<file path="config.mk">
export PLATFORM = sky130hd
export DESIGN_NAME = vga_scanner
export DESIGN_NICKNAME = d
export VERILOG_FILES = /design/src/rtl/vga_scanner.sv
export SDC_FILE = /design/constraint.sdc
export NUM_CORES = 1
export LEC_CHECK = 0
export CORE_ASPECT_RATIO = 1.2
export CORE_MARGIN = 2
export CORE_UTILIZATION = 45
export CTS_CLUSTER_SIZE = 30
export DETAILED_ROUTE_END_ITERATION = 10
export GPL_TIMING_DRIVEN = 0
export PLACE_DENSITY = 0.69
export SYNTH_ARGS = -nofsm -noshare
export SYNTH_HDL_FRONTEND = slang
export SYNTH_SLANG_ARGS = --single-unit
</file>
<file path="constraint.sdc">
create_clock -name clk -period 3.3 [get_ports clk]
set_clock_uncertainty 0.15 [all_clocks]
set_input_delay 0.66 -clock clk [delete_from_list [all_inputs] [get_ports clk]]
set_output_delay 0.66 -clock clk [all_outputs]
set_load 0.02 [all_outputs]
</file>
<file path="src/rtl/vga_scanner.sv">
// VGA raster timing source and registered pixel output stage.
// Broadcasts the signed paint position, new_frame and the per-frame scroll shift to the layers.
module vga_scanner #(
    parameter int          H_ACTIVE    = 640,
    parameter int          H_FRONT     = 16,
    parameter int          H_SYNC      = 96,
    parameter int          H_BACK      = 48,
    parameter int          V_ACTIVE    = 480,
    parameter int          V_FRONT     = 10,
    parameter int          V_SYNC      = 2,
    parameter int          V_BACK      = 33,
    parameter logic        SYNC_POL    = 1'b0,
    parameter int          SHIFT_WRAP  = 28,
    parameter int          SCROLL_STEP = 1,
    parameter logic [15:0] BG_COLOR    = 16'h0000
) (
    input  logic        clk,
    input  logic        rstn,
    input  logic        i_scroll_en,
    input  logic        i_pixel_valid,
    input  logic [15:0] i_pixel_color,
    output logic [15:0] o_paint_x,
    output logic [15:0] o_paint_y,
    output logic        o_new_frame,
    output logic [15:0] o_shift,
    output logic        o_vga_hsync,
    output logic        o_vga_vsync,
    output logic        o_vga_de,
    output logic [3:0]  o_vga_r,
    output logic [3:0]  o_vga_g,
    output logic [3:0]  o_vga_b
);

    localparam int H_TOTAL  = H_ACTIVE + H_FRONT + H_SYNC + H_BACK;
    localparam int V_TOTAL  = V_ACTIVE + V_FRONT + V_SYNC + V_BACK;
    localparam int HS_START = H_ACTIVE + H_FRONT;
    localparam int HS_END   = HS_START + H_SYNC;
    localparam int VS_START = V_ACTIVE + V_FRONT;
    localparam int VS_END   = VS_START + V_SYNC;

    localparam logic [3:0] BG_R = BG_COLOR[15:12];
    localparam logic [3:0] BG_G = BG_COLOR[10:7];
    localparam logic [3:0] BG_B = BG_COLOR[4:1];

    logic [15:0] r_h_cnt;
    logic [15:0] r_v_cnt;
    // Counter values of the position currently on paint_x/paint_y.
    logic [15:0] r_h_d;
    logic [15:0] r_v_d;
    // Low on the first cycle after reset, when paint_x/paint_y still hold reset values, not a scanned position.
    logic        r_run;

    logic [15:0] r_paint_x;
    logic [15:0] r_paint_y;
    logic        r_new_frame;
    logic [15:0] r_shift;
    logic        r_hsync;
    logic        r_vsync;
    logic        r_de;
    logic [3:0]  r_r;
    logic [3:0]  r_g;
    logic [3:0]  r_b;

    logic        w_h_last;
    logic        w_v_last;
    logic        w_frame_start;
    logic [15:0] w_paint_x;
    logic [15:0] w_paint_y;
    logic [16:0] w_shift_sum;
    logic [15:0] w_shift_next;
    logic        w_p_active;
    logic        w_p_hsync;
    logic        w_p_vsync;
    logic        w_unused_bits;

    assign w_h_last      = (r_h_cnt == 16'(H_TOTAL - 1));
    assign w_v_last      = (r_v_cnt == 16'(V_TOTAL - 1));
    assign w_frame_start = (r_h_cnt == 16'd0) && (r_v_cnt == 16'(V_ACTIVE));

    assign w_paint_x = (r_h_cnt < 16'(H_ACTIVE)) ? r_h_cnt : r_h_cnt - 16'(H_TOTAL);
    assign w_paint_y = (r_v_cnt < 16'(V_ACTIVE)) ? r_v_cnt : r_v_cnt - 16'(V_TOTAL);

    assign w_shift_sum  = {1'b0, r_shift} + 17'(SCROLL_STEP);
    assign w_shift_next = (w_shift_sum >= 17'(SHIFT_WRAP)) ? 16'(w_shift_sum - 17'(SHIFT_WRAP))
                                                         : w_shift_sum[15:0];

    assign w_p_active = r_run && (r_h_d < 16'(H_ACTIVE)) && (r_v_d < 16'(V_ACTIVE));
    assign w_p_hsync  = (r_h_d >= 16'(HS_START)) && (r_h_d < 16'(HS_END));
    assign w_p_vsync  = (r_v_d >= 16'(VS_START)) && (r_v_d < 16'(VS_END));

    // RGB565 LSBs dropped in the RGB444 conversion.
    assign w_unused_bits = ^{i_pixel_color[11], i_pixel_color[6:5], i_pixel_color[0]};

    always_ff @(posedge clk) begin
        if (!rstn) begin
            r_h_cnt <= '0;
            r_v_cnt <= '0;
        end else begin
            r_h_cnt <= w_h_last ? 16'd0 : r_h_cnt + 16'd1;
            if (w_h_last) begin
                r_v_cnt <= w_v_last ? 16'd0 : r_v_cnt + 16'd1;
            end
        end
    end

    always_ff @(posedge clk) begin
        if (!rstn) begin
            r_h_d       <= '0;
            r_v_d       <= '0;
            r_run       <= 1'b0;
            r_paint_x   <= '0;
            r_paint_y   <= '0;
            r_new_frame <= 1'b0;
            r_shift     <= '0;
        end else begin
            r_h_d       <= r_h_cnt;
            r_v_d       <= r_v_cnt;
            r_run       <= 1'b1;
            r_paint_x   <= w_paint_x;
            r_paint_y   <= w_paint_y;
            r_new_frame <= w_frame_start;
            if (w_frame_start && i_scroll_en) begin
                r_shift <= w_shift_next;
            end
        end
    end

    // Output stage: everything here describes the position that was on paint_x/paint_y last cycle.
    always_ff @(posedge clk) begin
        if (!rstn) begin
            r_hsync <= ~SYNC_POL;
            r_vsync <= ~SYNC_POL;
            r_de    <= 1'b0;
            r_r     <= '0;
            r_g     <= '0;
            r_b     <= '0;
        end else begin
            r_hsync <= w_p_hsync ? SYNC_POL : ~SYNC_POL;
            r_vsync <= w_p_vsync ? SYNC_POL : ~SYNC_POL;
            r_de    <= w_p_active;
            r_r     <= w_p_active ? (i_pixel_valid ? i_pixel_color[15:12] : BG_R) : 4'd0;
            r_g     <= w_p_active ? (i_pixel_valid ? i_pixel_color[10:7]  : BG_G) : 4'd0;
            r_b     <= w_p_active ? (i_pixel_valid ? i_pixel_color[4:1]   : BG_B) : 4'd0;
        end
    end

    assign o_paint_x   = r_paint_x;
    assign o_paint_y   = r_paint_y;
    assign o_new_frame = r_new_frame;
    assign o_shift     = r_shift;
    assign o_vga_hsync = r_hsync;
    assign o_vga_vsync = r_vsync;
    assign o_vga_de    = r_de;
    assign o_vga_r     = r_r;
    assign o_vga_g     = r_g;
    assign o_vga_b     = r_b;

endmodule

</file>
==> results of run 1 <==
power by group:
| group | leakage [nW] | switching (mW) | internal, mW |
|---|---|---|---|
| combinational | 1.50 | 0.0942 | 0.0673 |
| sequential | 0.994 | 0.00589 | 1.50 |
| clock | 0.277 | 0.625 | 1.12 |
| total | 2.77 | 0.726 | 2.69 |
state kept, by name, indices dropped and copies added, names as in the netlist:
register and cells:
o_paint_x 11, o_vga_b 4, r_h_d 16, r_v_d 15, o_vga_de 1, o_paint_y 16, o_vga_hsync 1, r_h_cnt 16
r_v_cnt 16, o_vga_vsync 1, o_vga_r 4, r_run 1, o_new_frame 1, o_vga_g 4, o_shift 16
layout make-up:
type	instances	area share, %
multi-input cells	459	39.9
flip-flops and latches	123	34.1
repair buffers	79	11.0
clock buffers	23	6.90
plain buffers	47	3.56
well taps	161	2.79
clock inverters	7	0.902
inverters	17	0.884
cell families after synthesis:
| logic type | synth area share (%) |
|---|---|
| AND/OR/NAND/NOR | 28.9 |
| flip-flops | 43.7 |
| AO/OA/AOI/OAI | 8.54 |
| buffers and inverters | 5.73 |
| XOR/XNOR | 8.23 |
| multiplexers | 2.71 |
| adder cells (fa/ha/maj) | 2.22 |
routing by layer:
layer | vias up | GRT usage (%)
met5 | - | 0
met4 | 0 | 8.05
met3 | 27 | 6.01
met2 | 144 | 37.1
met1 | 2372 | 25.8
li1 | 2416 | -
worst min-delay path by stage:
stage                                  end  slack [ps]  depth (start not counted)
floorplan           o_vga_vsync$_SDFF_PN1_         240                          1
global placement    o_vga_vsync$_SDFF_PN1_         250                          1
detailed placement  o_vga_vsync$_SDFF_PN1_         260                          1
CTS                 o_vga_vsync$_SDFF_PN1_         270                          1
global route        o_vga_vsync$_SDFF_PN1_         290                          1
finish              o_vga_vsync$_SDFF_PN1_         270                          1
cells in the final DEF (no fill, tap or decap), types with 13 or more instances in the layout:
cell type	synthesis	routed
a21oi_1	21	21
and2_1	25	25
and3_1	28	28
clkbuf_1	32	31
clkbuf_16	0	17
clkdlybuf4s50_1	0	79
dfxtp_1	123	122
inv_1	16	16
mux2i_1	13	13
nand2_1	49	49
nand3_1	19	18
nand4_1	15	15
nor2_1	78	78
nor3_1	20	20
nor4_1	16	16
o21ai_0	26	25
xnor2_1	34	34
xor2_1	19	19
timing repair:
item / in CTS / in global routing
endpoints found under the setup margin: 6 / 23
endpoints found under the hold margin: 0 / 0
resized for setup: 2 / 6
gates cloned: 0 / 0
critical path, stage by stage (launching register included):
cell and delay (ps):
dfxtp_1 510, ha_2 350, and3_1 300, nand3_1 180
o21ai_0 340, nand4_1 200, buf_2 240, nor3_1 270
mux2_2 380, mux2i_1 120
metrics by stage:
step / setup slack, ps / setup TNS (ps) / hold WS, ps / area (um2) / instances
after floorplan: 360 / 0 / 241 / 5640 / 647
after CTS: -12.0 / -16.6 / 271 / 7210 / 917
after detailed placement: -61.0 / -155 / 265 / 6630 / 887
final: 145 / 0 / 267 / 7210 / 916
after global routing: 2.44 / 0 / 293 / 7210 / 916
after global placement: -17.5 / -17.5 / 247 / 6630 / 887
==> out/qor.yml, run 1 <==
sta:
  period_share_pct: 95.6
  rsz0062_at_grt: "no"
  fin_crit_ps: 3160
  slew-limit-headroom_pct: 48.0
  hold_viol_final: 0
  setup_violations: 0
  timing.fmax_ghz: 0.317
  tightest_slew_ps: 780
  drv_slew: 0
yosys:
  ys.flop_type: "dfxtp_1"
  yosysMostFrequentCell: "dfxtp_1"
  ys_warn_count: 0
  synthArstFlopShare_pct: 0
  yosysTopAreaCellShare_pct: 43.7
  ys_seq_area_share_pct: 43.7
  synth-edff-count: 0
  synth_commonest_cells: "dfxtp_1 (123), nor2_1 (78), nand2_1 (49)"
  synth.area.top_cells: "dfxtp_1 (44%), xnor2_1 (5.3%), nor2_1 (5.2%)"
  synth_cells: 647
  yosys_register_bits: 123
  synth_area_um2: 5640
  yosysTopAreaCell: "dfxtp_1"
  avgSynthCellArea_um2: 8.71
  synth_cell_types: 63
  syn_nets: 677
grt:
  grt_pass1_vias: 4855
  grt_max_degree: 17
  overflow: 0
  grt_pass1_wl_um: 23300
  antenna_found_initial: 0
  grt_util_all_layers_pct: 21.6
placed_design:
  dpl.hpwl_um: 10100
  port_buffers: 79
  place.gp.congestion: 0.929
worst_setup_path:
  crit_path_end_kind: "flop"
  required_ps: 3440
  r2r_start: "o_shift[1]$_SDFFE_PN0P_"
  crit_end: "o_shift[15]$_SDFFE_PN0P_"
  startpoint: "o_shift[1]$_SDFFE_PN0P_"
  worstSetupPathType: "flop to flop"
  cp.arrival_ps: 3300
  cp-start-kind: "flop"
  r2r_end: "o_shift[15]$_SDFFE_PN0P_"
  worstPathMaxFanout: 10
  reg2regPathDepth: 9
  rrSetupSlack_ps: 140
clocking:
  numCtsBuffers: 17
  clkLatencyLatePin_ps: 400
  clock_path_buffers: 2
  cts_setup_buffers: 0
  clk_root_buffer_cell: "clkbuf_16"
  cts_tree: "yes"
  cts_hold_buf: 0
  cts-htree-levels: 4
  numClockSinks: 123
  clk_pin_slew_worst_paths_ps: 60
floorplan:
  rows: 44
  dieHeight_um: 127
  start_util_pct: 46.3
  core_um2: 12200
  die_area_um2: 13400
  io_pins: 84
  fp.dieW_um: 106
routing:
  vias: 4959
  route.met3.wl_um: 732
  highest_layer: "met4"
  wl_met1_um: 5950
  postRouteWirelength_um: 14100
  dr_wl_met2_um: 7130
  wire_per_inst_um: 15.4
  drt_iter0_drc: 298
  ant_nets: 0
  drc: 0
  vias_per_cell: 5.41
  firstDrtPassIters: 5
layout:
  syn2layout_area_growth_pct: 28.0
  multi_input_area_um2: 2880
  fin_nets: 774
  ff_latch_area_um2: 2460
  n_antenna_cell: 0
  utilization_pct: 59.3
  layout-drive-gt1-share_pct: 9.67
  nFillCells: 1059
pwr:
  leakagePower_nw: 2.77
  vdd.ir_drop.worst_mv: 0.304
  finalPower_mw: 3.41
  power.density_nw_per_um2: 473
run:
  drv_cap: 0
worst_hold_path:
  hp-class: "flop to flop"
  min_from: "r_v_d[2]$_SDFF_PN0_"
run_status:
  status: "finished clean"
No activity file was read; power rests on OpenSTA's default activity.
==> inputs of run 2 (changes only) <==
--- a/config.mk
+++ b/config.mk
@@ -7,11 +7,11 @@
 export LEC_CHECK = 0
 export CORE_ASPECT_RATIO = 1.2
 export CORE_MARGIN = 2
-export CORE_UTILIZATION = 45
+export CORE_UTILIZATION = 54
 export CTS_CLUSTER_SIZE = 30
 export DETAILED_ROUTE_END_ITERATION = 10
 export GPL_TIMING_DRIVEN = 0
-export PLACE_DENSITY = 0.69
+export PLACE_DENSITY = 0.81
 export SYNTH_ARGS = -nofsm -noshare
 export SYNTH_HDL_FRONTEND = slang
 export SYNTH_SLANG_ARGS = --single-unit
==> run 2 against run 1 <==
  * Die area fell by 16%
  * Count of clock-buffer cells in the layout decreased by 5
  * Utilization grew 12 points
  * Worst hold slack worse by 3.9 ps
  * Non-clock buffer count decreased by 2
  * Register-to-register slack better by 30 ps
  * First-iteration DRC count is 11% higher
  * Wire length is 2.7% higher
  * Setup slack improved by 27 ps
  * Sequential share of layout area down 0.16 points
==> out/qor.yml, run 2 (synthesis gave the netlist of run 1 again) <==
run_status:
  status: "finished clean"  # unchanged
pwr:
  leakagePower_nw: 2.81  # was 2.77 nW
  finalPower_mw: 3.72  # was 3.41 mW
  vdd.ir_drop.worst_mv: 0.497  # was 0.304 mV
  power.density_nw_per_um2: 513  # was 473 nW/um2
worst_hold_path:
  hp-class: "flop to flop"  # unchanged
  whs_path_depth: 1  # unchanged
clocking:
  clkLatencyLatePin_ps: 410  # was 400 ps
  cts_setup_buffers: 0  # unchanged
  clk_pin_slew_worst_paths_ps: 60  # about the same
  cts-htree-levels: 4  # unchanged
  cts_tree: "yes"  # unchanged
  clock_path_buffers: 2  # unchanged
  clk_root_buffer_cell: "clkbuf_16"  # unchanged
  numClockSinks: 123  # unchanged
  numCtsBuffers: 17  # unchanged
worst_setup_path:
  r2r_end: "o_shift[10]$_SDFFE_PN0P_"  # was o_shift[15]$_SDFFE_PN0P_
  required_ps: 3440  # about the same
  reg2regPathDepth: 7  # was 9
  cp_slowest_cell: "nor4_4"  # was dfxtp_1
  rrSetupSlack_ps: 170  # was 140 ps
  max_stage_delay_ps: 650  # was 510 ps
  worstSetupPathType: "flop to flop"  # unchanged
  worstPathMaxFanout: 9  # was 10
  startpoint: "r_h_cnt[12]$_SDFF_PP0_"  # was o_shift[1]$_SDFFE_PN0P_
  crit_path_end_kind: "flop"  # unchanged
  cp-start-kind: "flop"  # unchanged
  crit_chain: "buf_6, or4_4, or4b_4, nor4_4, o21ai_0, mux2_2, mux2i_1"  # was ha_2, and3_1, nand3_1, o21ai_0, nand4_1, buf_2, nor3_1, mux2_2, mux2i_1
  crit_end: "o_shift[10]$_SDFFE_PN0P_"  # was o_shift[15]$_SDFFE_PN0P_
  cp.arrival_ps: 3270  # was 3300 ps
  r2r_start: "r_h_cnt[12]$_SDFF_PP0_"  # was o_shift[1]$_SDFFE_PN0P_
grt:
  grt_max_degree: 17  # unchanged
  antenna_found_initial: 0  # unchanged
  grt_util_all_layers_pct: 26.4  # was 21.6%
  grt_pass1_wl_um: 23700  # was 23300 um
  overflow: 0  # unchanged
  grt_pass1_vias: 4856  # was 4855
sta:
  layout_setup_ws_ps: 172  # was 145 ps
  rsz0062_at_grt: "no"  # unchanged
  fin_crit_ps: 3130  # was 3160 ps
  setup_violations: 0  # unchanged
  timing.fmax_ghz: 0.320  # was 0.317 GHz
  hold_viol_final: 0  # unchanged
  timing.hold.ws_ps: 263  # was 267 ps
  slew-limit-headroom_pct: 45.6  # was 48.0%
  period_share_pct: 94.8  # was 95.6%
  drv_slew: 0  # unchanged
  tightest_slew_ps: 810  # was 780 ps
floorplan:
  die_area_um2: 11300  # was 13400 um2
  start_util_pct: 55.8  # was 46.3%
  rows: 40  # was 44
  io_pins: 84  # unchanged
  core_um2: 10100  # was 12200 um2
  dieHeight_um: 116  # was 127 um
  fp.dieW_um: 97.3  # was 106 um
placed_design:
  dpl_cell_area_um2: 6590  # was 6630 um2
  place.gp.congestion: 0.943  # was 0.929
  dpl.hpwl_um: 10300  # was 10100 um
  pre_cts_ws_ps: -105  # was -61.0 ps
  dp.cells: 852  # was 887
  port_buffers: 79  # unchanged
routing:
  drt_iter0_drc: 331  # was 298
  postRouteWirelength_um: 14500  # was 14100 um
  firstDrtPassIters: 5  # unchanged
  wire_per_inst_um: 16.5  # was 15.4 um
  ant_nets: 0  # unchanged
  vias_per_cell: 5.60  # was 5.41
  vias: 4932  # was 4959
  drc: 0  # unchanged
layout:
  layout_common_cells: "dfxtp_1 (121), clkdlybuf4s50_1 (79), nor2_1 (78)"  # was dfxtp_1 (122), clkdlybuf4s50_1 (79), nor2_1 (78)
  layout-drive-gt1-share_pct: 10.1  # was 9.67%
  n_antenna_cell: 0  # unchanged
  finalNonFillerCells: 880  # was 916
  syn2layout_area_growth_pct: 28.6  # was 28.0%
  ff_latch_area_um2: 2460  # about the same
  layout_commonest_cell: "dfxtp_1"  # unchanged
  stdcell_area_um2: 7250  # was 7210 um2
  multi_input_area_um2: 2880  # unchanged
  nFillCells: 804  # was 1059
  fin_nets: 772  # was 774
run:
  drv_cap: 0  # unchanged
## run 2: cell count changes in the layout (fill, tap and decap cells not counted)
cell / delta
clkinv_4: +1
clkinvlp_4: -1
bufinv_16: +4
dfxtp_1: -1
clkbuf_8: -4
dfxtp_2: +1
clkinv_2: -2
clkbuf_1: -3
inv_6: +4
## run 2: cell type report
type                       count  area share, %
inverter                      17          0.880
clock inverter                13           2.92
buffer                        45           3.43
timing repair buffer          79           10.9
tap                          126           2.17
multi-input combinational    459           39.6
clock buffer                  18           6.06
sequential                   123           34.0
## run 2: what timing repair did
item | 4_1_cts | 5_1_grt
gates resized for setup | 4 | 5
hold buffers | 0 | 0
endpoints found under the setup margin | 9 | 18
## run 2: where the power goes
part           leakage [nW]  total [mW]  internal (mW)  switching (mW)
Combinational          1.50       0.165         0.0676          0.0970
Sequential            0.994        1.50           1.50         0.00587
Clock                 0.318        2.05           1.36           0.686
## run 2: worst min-delay path by stage
| stage | start | end |
|---|---|---|
| 2_1_floorplan | r_v_d[2]$_SDFF_PN0_ | o_vga_vsync$_SDFF_PN1_ |
| 3_3_place_gp | r_v_d[2]$_SDFF_PN0_ | o_vga_vsync$_SDFF_PN1_ |
| 3_5_place_dp | r_v_d[2]$_SDFF_PN0_ | o_vga_vsync$_SDFF_PN1_ |
| 4_1_cts | r_v_d[2]$_SDFF_PN0_ | o_vga_vsync$_SDFF_PN1_ |
| 5_1_grt | r_v_d[2]$_SDFF_PN0_ | o_vga_vsync$_SDFF_PN1_ |
| 6_report | r_v_d[2]$_SDFF_PN0_ | o_vga_vsync$_SDFF_PN1_ |
## run 2: critical path, delay by kind of cell (launching register included)
| kind | cells | cell delay, ps |
|---|---|---|
| buffers and inverters | 1 | 130 |
| AOI/OAI and AO/OA | 1 | 200 |
| DFF | 1 | 310 |
| muxes | 2 | 460 |
| and+or+nand+nor | 3 | 1760 |
## run 2: metal layers
| metal | wire, um | part of all wire (%) | vias up | GRT usage, % |
|---|---|---|---|---|
| met5 | 0 | 0 | - | 0 |
| met4 | 371 | 2.6 | 0 | 11.6 |
| met3 | 773 | 5.3 | 33 | 6.39 |
| met2 | 7060 | 49 | 160 | 45.6 |
| met1 | 6270 | 43 | 2320 | 31.8 |
| li1 | - | - | 2419 | - |
## run 2: stage by stage
step,TNS [ps],utilization (%)
floorplan,0,-
global placement,-393,65.1
detailed placement,-473,65.1
CTS,0,71.8
global route,0,71.7
finish,0,71.7
==> inputs of run 3 (changes only) <==
--- a/config.mk
+++ b/config.mk
@@ -12,6 +12,7 @@
 export DETAILED_ROUTE_END_ITERATION = 10
 export GPL_TIMING_DRIVEN = 0
 export PLACE_DENSITY = 0.81
+export SLEW_MARGIN = 20
 export SYNTH_ARGS = -nofsm -noshare
 export SYNTH_HDL_FRONTEND = slang
 export SYNTH_SLANG_ARGS = --single-unit
==> results of run 3 <==
No change in the layout: final DEF, timing and power equal those of run 2.
